==> src/rtl/rr_arbiter8.sv <==
// Eight-way round-robin arbiter: registered one-hot grant plus binary index for the 3-to-8 decoder.
// Optional `ARB_LOCK_EN adds a lock input that suppresses the MAX_HOLD rotation while asserted.
module rr_arbiter8 #(
  parameter int unsigned MAX_HOLD = 16,
  parameter int unsigned HW       = 5
) (
  input  logic       clk,
  input  logic       rst_n,
  input  logic [7:0] req,
`ifdef ARB_LOCK_EN
  input  logic       lock,
`endif
  output logic [7:0] gnt,
  output logic [2:0] gnt_idx,
  output logic       gnt_valid,
  output logic       timeout
);

  typedef enum logic {IDLE, GRANT} state_t;

  localparam bit            LIMIT_EN = (MAX_HOLD != 0);
  localparam logic [HW-1:0] HOLD_LIM = HW'(MAX_HOLD);
  localparam logic [HW-1:0] CNT_MAX  = '1;

  state_t        state;
  logic [2:0]    ptr;
  logic [HW-1:0] hold_cnt;

  logic       lock_on;
  logic       owner_req;
  logic       at_limit;
  logic       revoke;
  logic       keep;
  logic [7:0] cand;
  logic       found;
  logic [2:0] win;

  // Circular scan from start; returns {found, index}.
  function automatic logic [3:0] rr_pick(input logic [7:0] v, input logic [2:0] start);
    logic [3:0] r;
    logic [2:0] i;
    r = '0;
    for (int unsigned k = 0; k < 8; k++) begin
      i = start + k[2:0];
      if (!r[3] && v[i]) r = {1'b1, i};
    end
    return r;
  endfunction

`ifdef ARB_LOCK_EN
  assign lock_on = lock;
`else
  assign lock_on = 1'b0;
`endif

  always_comb begin
    owner_req = req[gnt_idx];
    // >= rather than == so that a lock held past the limit still revokes once dropped.
    at_limit  = LIMIT_EN && (hold_cnt >= HOLD_LIM);
    revoke    = at_limit && !lock_on;
    keep      = owner_req && !revoke;
    cand      = (state == GRANT) ? (req & ~(8'b1 << gnt_idx)) : req;
    {found, win} = rr_pick(cand, ptr);
  end

  always_ff @(posedge clk) begin
    if (!rst_n) begin
      state     <= IDLE;
      ptr       <= '0;
      hold_cnt  <= '0;
      gnt       <= '0;
      gnt_idx   <= '0;
      gnt_valid <= 1'b0;
      timeout   <= 1'b0;
    end else begin
      timeout <= 1'b0;
      case (state)
        IDLE: begin
          if (found) begin
            state     <= GRANT;
            gnt       <= 8'b1 << win;
            gnt_idx   <= win;
            gnt_valid <= 1'b1;
            hold_cnt  <= HW'(1);
            ptr       <= win + 3'd1;
          end
        end
        GRANT: begin
          if (keep) begin
            if (hold_cnt != CNT_MAX) hold_cnt <= hold_cnt + 1'b1;
          end else begin
            timeout <= owner_req && revoke;
            if (found) begin
              gnt      <= 8'b1 << win;
              gnt_idx  <= win;
              hold_cnt <= HW'(1);
              ptr      <= win + 3'd1;
            end else begin
              state     <= IDLE;
              gnt       <= '0;
              gnt_idx   <= '0;
              gnt_valid <= 1'b0;
              hold_cnt  <= '0;
            end
          end
        end
        default: state <= IDLE;
      endcase
    end
  end

endmodule

==> config.mk <==
export PLATFORM = sky130hd
export DESIGN_NAME = rr_arbiter8
export DESIGN_NICKNAME = d
export VERILOG_FILES = /design/src/rtl/rr_arbiter8.sv
export SDC_FILE = /design/constraint.sdc
export NUM_CORES = 1
export LEC_CHECK = 0
export BUFFER_PORTS_ARGS = -buffer_cell sky130_fd_sc_hd__buf_2
export CAP_MARGIN = 40
export CORE_MARGIN = 2
export CORE_UTILIZATION = 55
export DETAILED_ROUTE_END_ITERATION = 8
export GPL_TIMING_DRIVEN = 0
export HOLD_SLACK_MARGIN = 0.06
export PLACE_DENSITY = 0.8
export SETUP_SLACK_MARGIN = 0.02
export SYNTH_ARGS = -nofsm -noshare
export SYNTH_HDL_FRONTEND = slang
export SYNTH_SLANG_ARGS = --single-unit
export TNS_END_PERCENT = 10
==> constraint.sdc <==
create_clock -name clk -period 12.8 [get_ports clk]
set_clock_uncertainty 0.2 [all_clocks]
set_input_delay 3.84 -clock clk [delete_from_list [all_inputs] [get_ports clk]]
set_output_delay 3.84 -clock clk [all_outputs]
set_load 0.02 [all_outputs]
==> results of run 1 <==
==> state kept, by name, indices dropped and copies added, names as in the netlist <==
name / flops
gnt: 8
hold_cnt: 5
gnt_idx: 3
ptr: 3
gnt_valid: 1
state: 1
timeout: 1
==> cell type report <==
type / count / area, um^2
buffer: 19 / 101
fill: 349 / 1480
clock inverter: 1 / 30.0
tap: 50 / 62.6
sequential: 22 / 440
multi-input combinational: 209 / 1720
timing repair buffer: 22 / 110
clock buffer: 3 / 41.3
inverter: 13 / 51.3
==> critical path: cells and delay by family <==
family	cells	cell delay, ns
buffers and inverters	3	0.30
AO/OA/AOI/OAI	3	0.65
AND/OR/NAND/NOR	6	1.32
multiplexers	1	0.54
adder cells (fa/ha/maj)	1	0.18
==> per-layer routing <==
layer	wire length, um	up-vias	track usage
met2	2890	126	0.468
met4	184	0	0.100
met1	2600	1115	0.330
met3	463	24	0.0292
met5	0	-	0
li1	-	1086	-
==> per-stage QoR <==
stage | cells | total power, uW
after floorplan | 263 | 523
after global placement | 335 | 625
after detailed placement | 335 | 636
after CTS | 339 | 702
after global routing | 339 | 761
final | 339 | 709
==> worst max-delay path by stage <==
stage	startpoint	end	cells after the start
finish	req[7]	gnt[7]	14
global route	req[7]	gnt[7]	14
CTS	req[7]	gnt[7]	14
detailed placement	req[7]	gnt[7]	14
global placement	req[6]	gnt[7]	14
floorplan	req[7]	gnt[7]	13
==> placed cells by master, fill, tap and decap left out, types with 3 or more instances in the layout <==
| cell type | n |
|---|---|
| a21boi_0 | 3 |
| a21o_1 | 3 |
| a21oi_1 | 11 |
| a22oi_1 | 6 |
| a32o_1 | 4 |
| a32oi_1 | 6 |
| and2_1 | 4 |
| and4b_1 | 3 |
| buf_2 | 25 |
| buf_6 | 3 |
| clkbuf_1 | 11 |
| clkbuf_8 | 3 |
| dfxtp_1 | 22 |
| ha_1 | 7 |
| inv_1 | 12 |
| mux2i_1 | 9 |
| mux4_2 | 10 |
| nand2_1 | 21 |
| nand2b_1 | 5 |
| nand3_1 | 5 |
| nand4b_1 | 3 |
| nor2_1 | 9 |
| nor2b_1 | 15 |
| nor4b_1 | 4 |
| o211ai_1 | 3 |
| o21a_1 | 3 |
| o21ai_0 | 8 |
| o22a_1 | 7 |
| o22ai_1 | 5 |
| o2bb2ai_1 | 3 |
| o32a_1 | 3 |
| o32ai_1 | 4 |
| xnor2_1 | 3 |
==> report_power, final <==
part           internal (uW)  switching [uW]  total (uW)
Sequential              85.4            14.2        99.6
Clock                   41.7            21.2        62.9
Combinational            236             311         547
==> cell families after synthesis <==
| group | after synthesis |
|---|---|
| simple gates | 90 |
| flops | 22 |
| mux | 20 |
| xor+xnor | 4 |
| buf+inv | 32 |
| compound gates | 88 |
| fa+ha+maj | 7 |
==> out/metrics.yaml, run 1 <==
outcome: "complete, no violations"
critical_path_class: "in -> reg"
report.final.slew_viol_count: 0
area_delta_synth_final_pct: 10.6
ant_nets: 0
fin_crit_ns: 6.90
holdPathStages: 1
io_buffers: 22
cp-end-kind: "register"
drtPass1Iterations: 6
synth-simple-area-share: 0.249
fin_ws_ns: 5.90
fin_nets: 307
ys_seq_area_frac: 0.191
cap_viol_max_count: 0
initial_core_util: 0.573
ctsResizeCount: 0
reg2reg_to: "ptr[2]"
min_period_over_period: 0.539
wirelength_um: 6130
grt_overflow: 0
routed-via-count: 2351
synth_commonest_cells: "dfxtp_1 (22), nand2_1 (21), nor2b_1 (15)"
synth_cells: 263
start_kind: "input port"
grt_first_pass_wirelength_um: 9550
cts_tree: "yes"
hpwl_um: 4650
r2r_cells: 17
required_ns: 12.75
grt_pass1_vias: 2076
synthXorXnorAreaFrac: 0.0152
regToRegStartpoint: "ptr[0]"
die_h_um: 68.8
cts_buffers: 3
path_cells: "buf_2, nor2b_1, a32o_1, mux4_2, or2_4, a21oi_4, nand2_1, nor4b_1, or2_1, buf_6, inv_4, ha_1, a22oi_1, nor2b_1"
final-setup-viol-count: 0
final_area_um2: 2550
post-place-ws_ns: 5.71
cpPeakStageDelay_ns: 0.54
worstMarginPinSlew_ns: 0.616
muxShareOfSynthArea: 0.141
syn_area_per_cell_um2: 8.78
yosysTopAreaCellShare: 0.191
clkSinkCount: 22
post_drt_wl_per_cell_um: 18.1
leakagePower_uw: 0.00103
synth_area_um2: 2310
grt.total_usage: 0.265
power.density_nw_per_um2: 278
synth_top_family_by_area: "compound AO/OA/AOI/OAI gates"
cp_common_cell: "nor2b_1"
gp_congestion: 0.974
synth.area.top_cells: "dfxtp_1 (19%), mux4_2 (9.8%), nor2b_1 (4.1%)"
clkTransAtPathRegs_ns: 0.08
drc: 0
synth-seq-cells: 22
rsz0062_at_grt: "false"
relSlewSlack: 0.589
die_area_um2: 4730
diodes: 0
cp.arrival_ns: 6.85
tns_ns: 0
antenna_found_initial: 0
vias_per_cell: 6.94
cts_hold_buf: 0
cts_setup_buffers: 0
vdd_drop_max_mv: 0.223
final_layout_size_suffix_gt1_frac: 0.197
yosysMostFrequentCell: "dfxtp_1"
yosysWarningCount: 0
synth_compound_area_frac: 0.299
h-tree-depth: 1
grt_max_degree: 14
final_util: 0.634
synth_ff_type: "dfxtp_1"
placedInstanceArea_um2: 2480
async_flop_share: 0
row_count: 23
hold_slack_ns: 0.260
core_area_um2: 4030
synth_top_area_cell: "dfxtp_1"
syn_nets: 280
initialDrtViolationCount: 256
clkLatencyLatePin_ns: 0.26
hp-start: "gnt[5]"
synthAdderAreaFrac: 0.0379
synth_edf_count: 0
hold_viol: 0
holdPathEnd: "gnt[5]"
yosysUniqueCellTypes: 72
die_w_um: 68.8
ctsRootBufferMaster: "clkbuf_8"
cp_max_fo: 8
critPathSlowestCell: "mux4_2"
rrSetupSlack_ns: 7.96
fmax_mhz: 145
hold_class: "reg -> reg"
clockBufferDepth: 2
ios: 23
Note: power is estimated with default switching activity, not from simulation.
==> inputs of run 2 (changes only) <==
--- a/config.mk
+++ b/config.mk
@@ -8,11 +8,11 @@
 export BUFFER_PORTS_ARGS = -buffer_cell sky130_fd_sc_hd__buf_2
 export CAP_MARGIN = 40
 export CORE_MARGIN = 2
-export CORE_UTILIZATION = 55
+export CORE_UTILIZATION = 54
 export DETAILED_ROUTE_END_ITERATION = 8
 export GPL_TIMING_DRIVEN = 0
 export HOLD_SLACK_MARGIN = 0.06
-export PLACE_DENSITY = 0.8
+export PLACE_DENSITY = 0.82
 export SETUP_SLACK_MARGIN = 0.02
 export SYNTH_ARGS = -nofsm -noshare
 export SYNTH_HDL_FRONTEND = slang
==> constraint.sdc (replaced) <==
create_clock -name clk -period 6.27 [get_ports clk]
set_clock_uncertainty 0.2 [all_clocks]
set_input_delay 1.881 -clock clk [delete_from_list [all_inputs] [get_ports clk]]
set_output_delay 1.881 -clock clk [all_outputs]
set_load 0.02 [all_outputs]
==> out/metrics.yaml, run 2 (same netlist as run 1, synthesis figures left out) <==
largest_register_ffs: 8  # unchanged
h-tree-depth: 1  # unchanged
final-setup-viol-count: 0  # unchanged
cts_hold_buf: 0  # unchanged
vias_per_cell: 6.88  # -0.77%
fin_crit_ns: 4.88
ctsRootBufferMaster: "clkbuf_8"
final_area_um2: 2540  # -0.64%
rsz0062_at_grt: "false"
routed-via-count: 2333  # -0.77%
fin_nets: 307  # unchanged
clkTransAtPathRegs_ns: 0.07  # about the same
cp.arrival_ns: 4.83  # -2.02 ns
grt_overflow: 0  # unchanged
post_drt_wl_per_cell_um: 17.9  # -0.88%
largestRegisters: "gnt (8), hold_cnt (5)"
clkLatencyLatePin_ns: 0.26  # about the same
power.density_nw_per_um2: 561  # +100%
ant_nets: 0  # unchanged
hold_class: "reg -> reg"
cts_buffers: 3  # unchanged
regMostFlops: "gnt"
vdd_drop_max_mv: 0.422  # +89%
required_ns: 6.23  # -6.52 ns
wirelength_um: 6080  # -0.88%
drc: 0  # unchanged
ctsResizeCount: 0  # unchanged
min_period_over_period: 0.778
report.final.slew_viol_count: 0  # unchanged
leakagePower_uw: 0.00102  # -0.68%
clockBufferDepth: 2  # unchanged
final_cell_mix: "buf_2 (25), dfxtp_1 (22), nand2_1 (21)"
cp-end-kind: "register"
critical_path_class: "in -> reg"
grt.total_usage: 0.251  # -0.0139
antenna_found_initial: 0  # unchanged
grt_pass1_vias: 2165  # +4.3%
relSlewSlack: 0.580  # -0.00886
ios: 23  # unchanged
hold_slack_ns: 0.266  # +0.00572 ns
die_area_um2: 4810  # +1.7%
placedInstanceArea_um2: 2480  # unchanged
die_w_um: 69.4  # +0.87%
area_delta_synth_final_pct: 9.86
grt_max_degree: 13  # -1
final_util: 0.625  # -0.00850
core_area_um2: 4060  # +0.71%
fmax_mhz: 205
gp_congestion: 0.982  # +0.79%
drtPass1Iterations: 5  # -1
io_buffers: 22  # unchanged
diodes: 0  # unchanged
tns_ns: 0  # unchanged
worstMarginPinSlew_ns: 0.630  # +0.0133 ns
start_kind: "input port"
final_layout_size_suffix_gt1_frac: 0.197  # unchanged
cts_setup_buffers: 0  # unchanged
hpwl_um: 4650  # -0.14%
clkSinkCount: 22  # unchanged
row_count: 23  # unchanged
cp_max_fo: 8  # unchanged
die_h_um: 69.4  # +0.87%
cap_viol_max_count: 0  # unchanged
hold_viol: 0  # unchanged
cts_tree: "yes"
grt_first_pass_wirelength_um: 10000  # +4.7%
initialDrtViolationCount: 271  # +5.9%
initial_core_util: 0.569  # -0.00406
final_common_cell: "buf_2"
outcome: "complete, no violations"
-- run 2: changes by cell type in the layout (fill, tap and decap cells not counted) --
cell	before	now
clkbuf_8	3	4
bufinv_16	1	0
-- run 2: critical path: stages --
cell	delay (ns)
buf_2	0.13
nor2b_1	0.15
a32o_1	0.26
mux4_2	0.53
or2_4	0.29
a21oi_4	0.23
nand2_1	0.13
nor4b_1	0.45
or2_1	0.20
buf_6	0.13
inv_4	0.04
ha_1	0.18
a22oi_1	0.16
nor2b_1	0.06
-- run 2: through the flow --
step | setup WS, ns | power [uW] | instances
floorplan | 1.64 | 1070 | 263
global placement | 1.20 | 1270 | 335
detailed placement | 1.17 | 1300 | 335
CTS | 1.45 | 1400 | 339
global route | 1.11 | 1520 | 339
finish | 1.39 | 1420 | 339
-- run 2: path summary, 6_finish.rpt --
kind         depth (start not counted)  slack (ns)  endpoint  startpoint
max                                 14        1.39    gnt[7]      req[7]
min                                  1        0.27    gnt[5]      gnt[5]
max reg2reg                         16        1.48    ptr[2]      ptr[1]
min reg2reg                          1        0.27    gnt[5]      gnt[5]
-- run 2: cell type report --
cell class	instances	area (um^2)
clock buffer	4	55.1
multi-input combinational	209	1720
inverter	13	51.3
timing repair buffer	22	110
fill	348	1520
buffer	19	101
sequential	22	440
tap	50	62.6
-- run 2: power by group --
| part | internal (uW) | leakage, uW | total, uW | switching, uW |
|---|---|---|---|---|
| Sequential | 174 | 0.000180 | 203 | 28.8 |
| Combinational | 482 | 0.000811 | 1120 | 639 |
| Clock | 56.0 | 0.0000288 | 99.7 | 43.7 |
| Total | 712 | 0.00102 | 1420 | 712 |
-- run 2: routing by layer --
| layer | wire length, um | up-vias | global-route usage |
|---|---|---|---|
| met3 | 432 | 23 | 0.0291 |
| met5 | 0 | - | 0 |
| met2 | 2750 | 117 | 0.401 |
| li1 | - | 1085 | - |
| met4 | 216 | 0 | 0.113 |
| met1 | 2680 | 1108 | 0.340 |
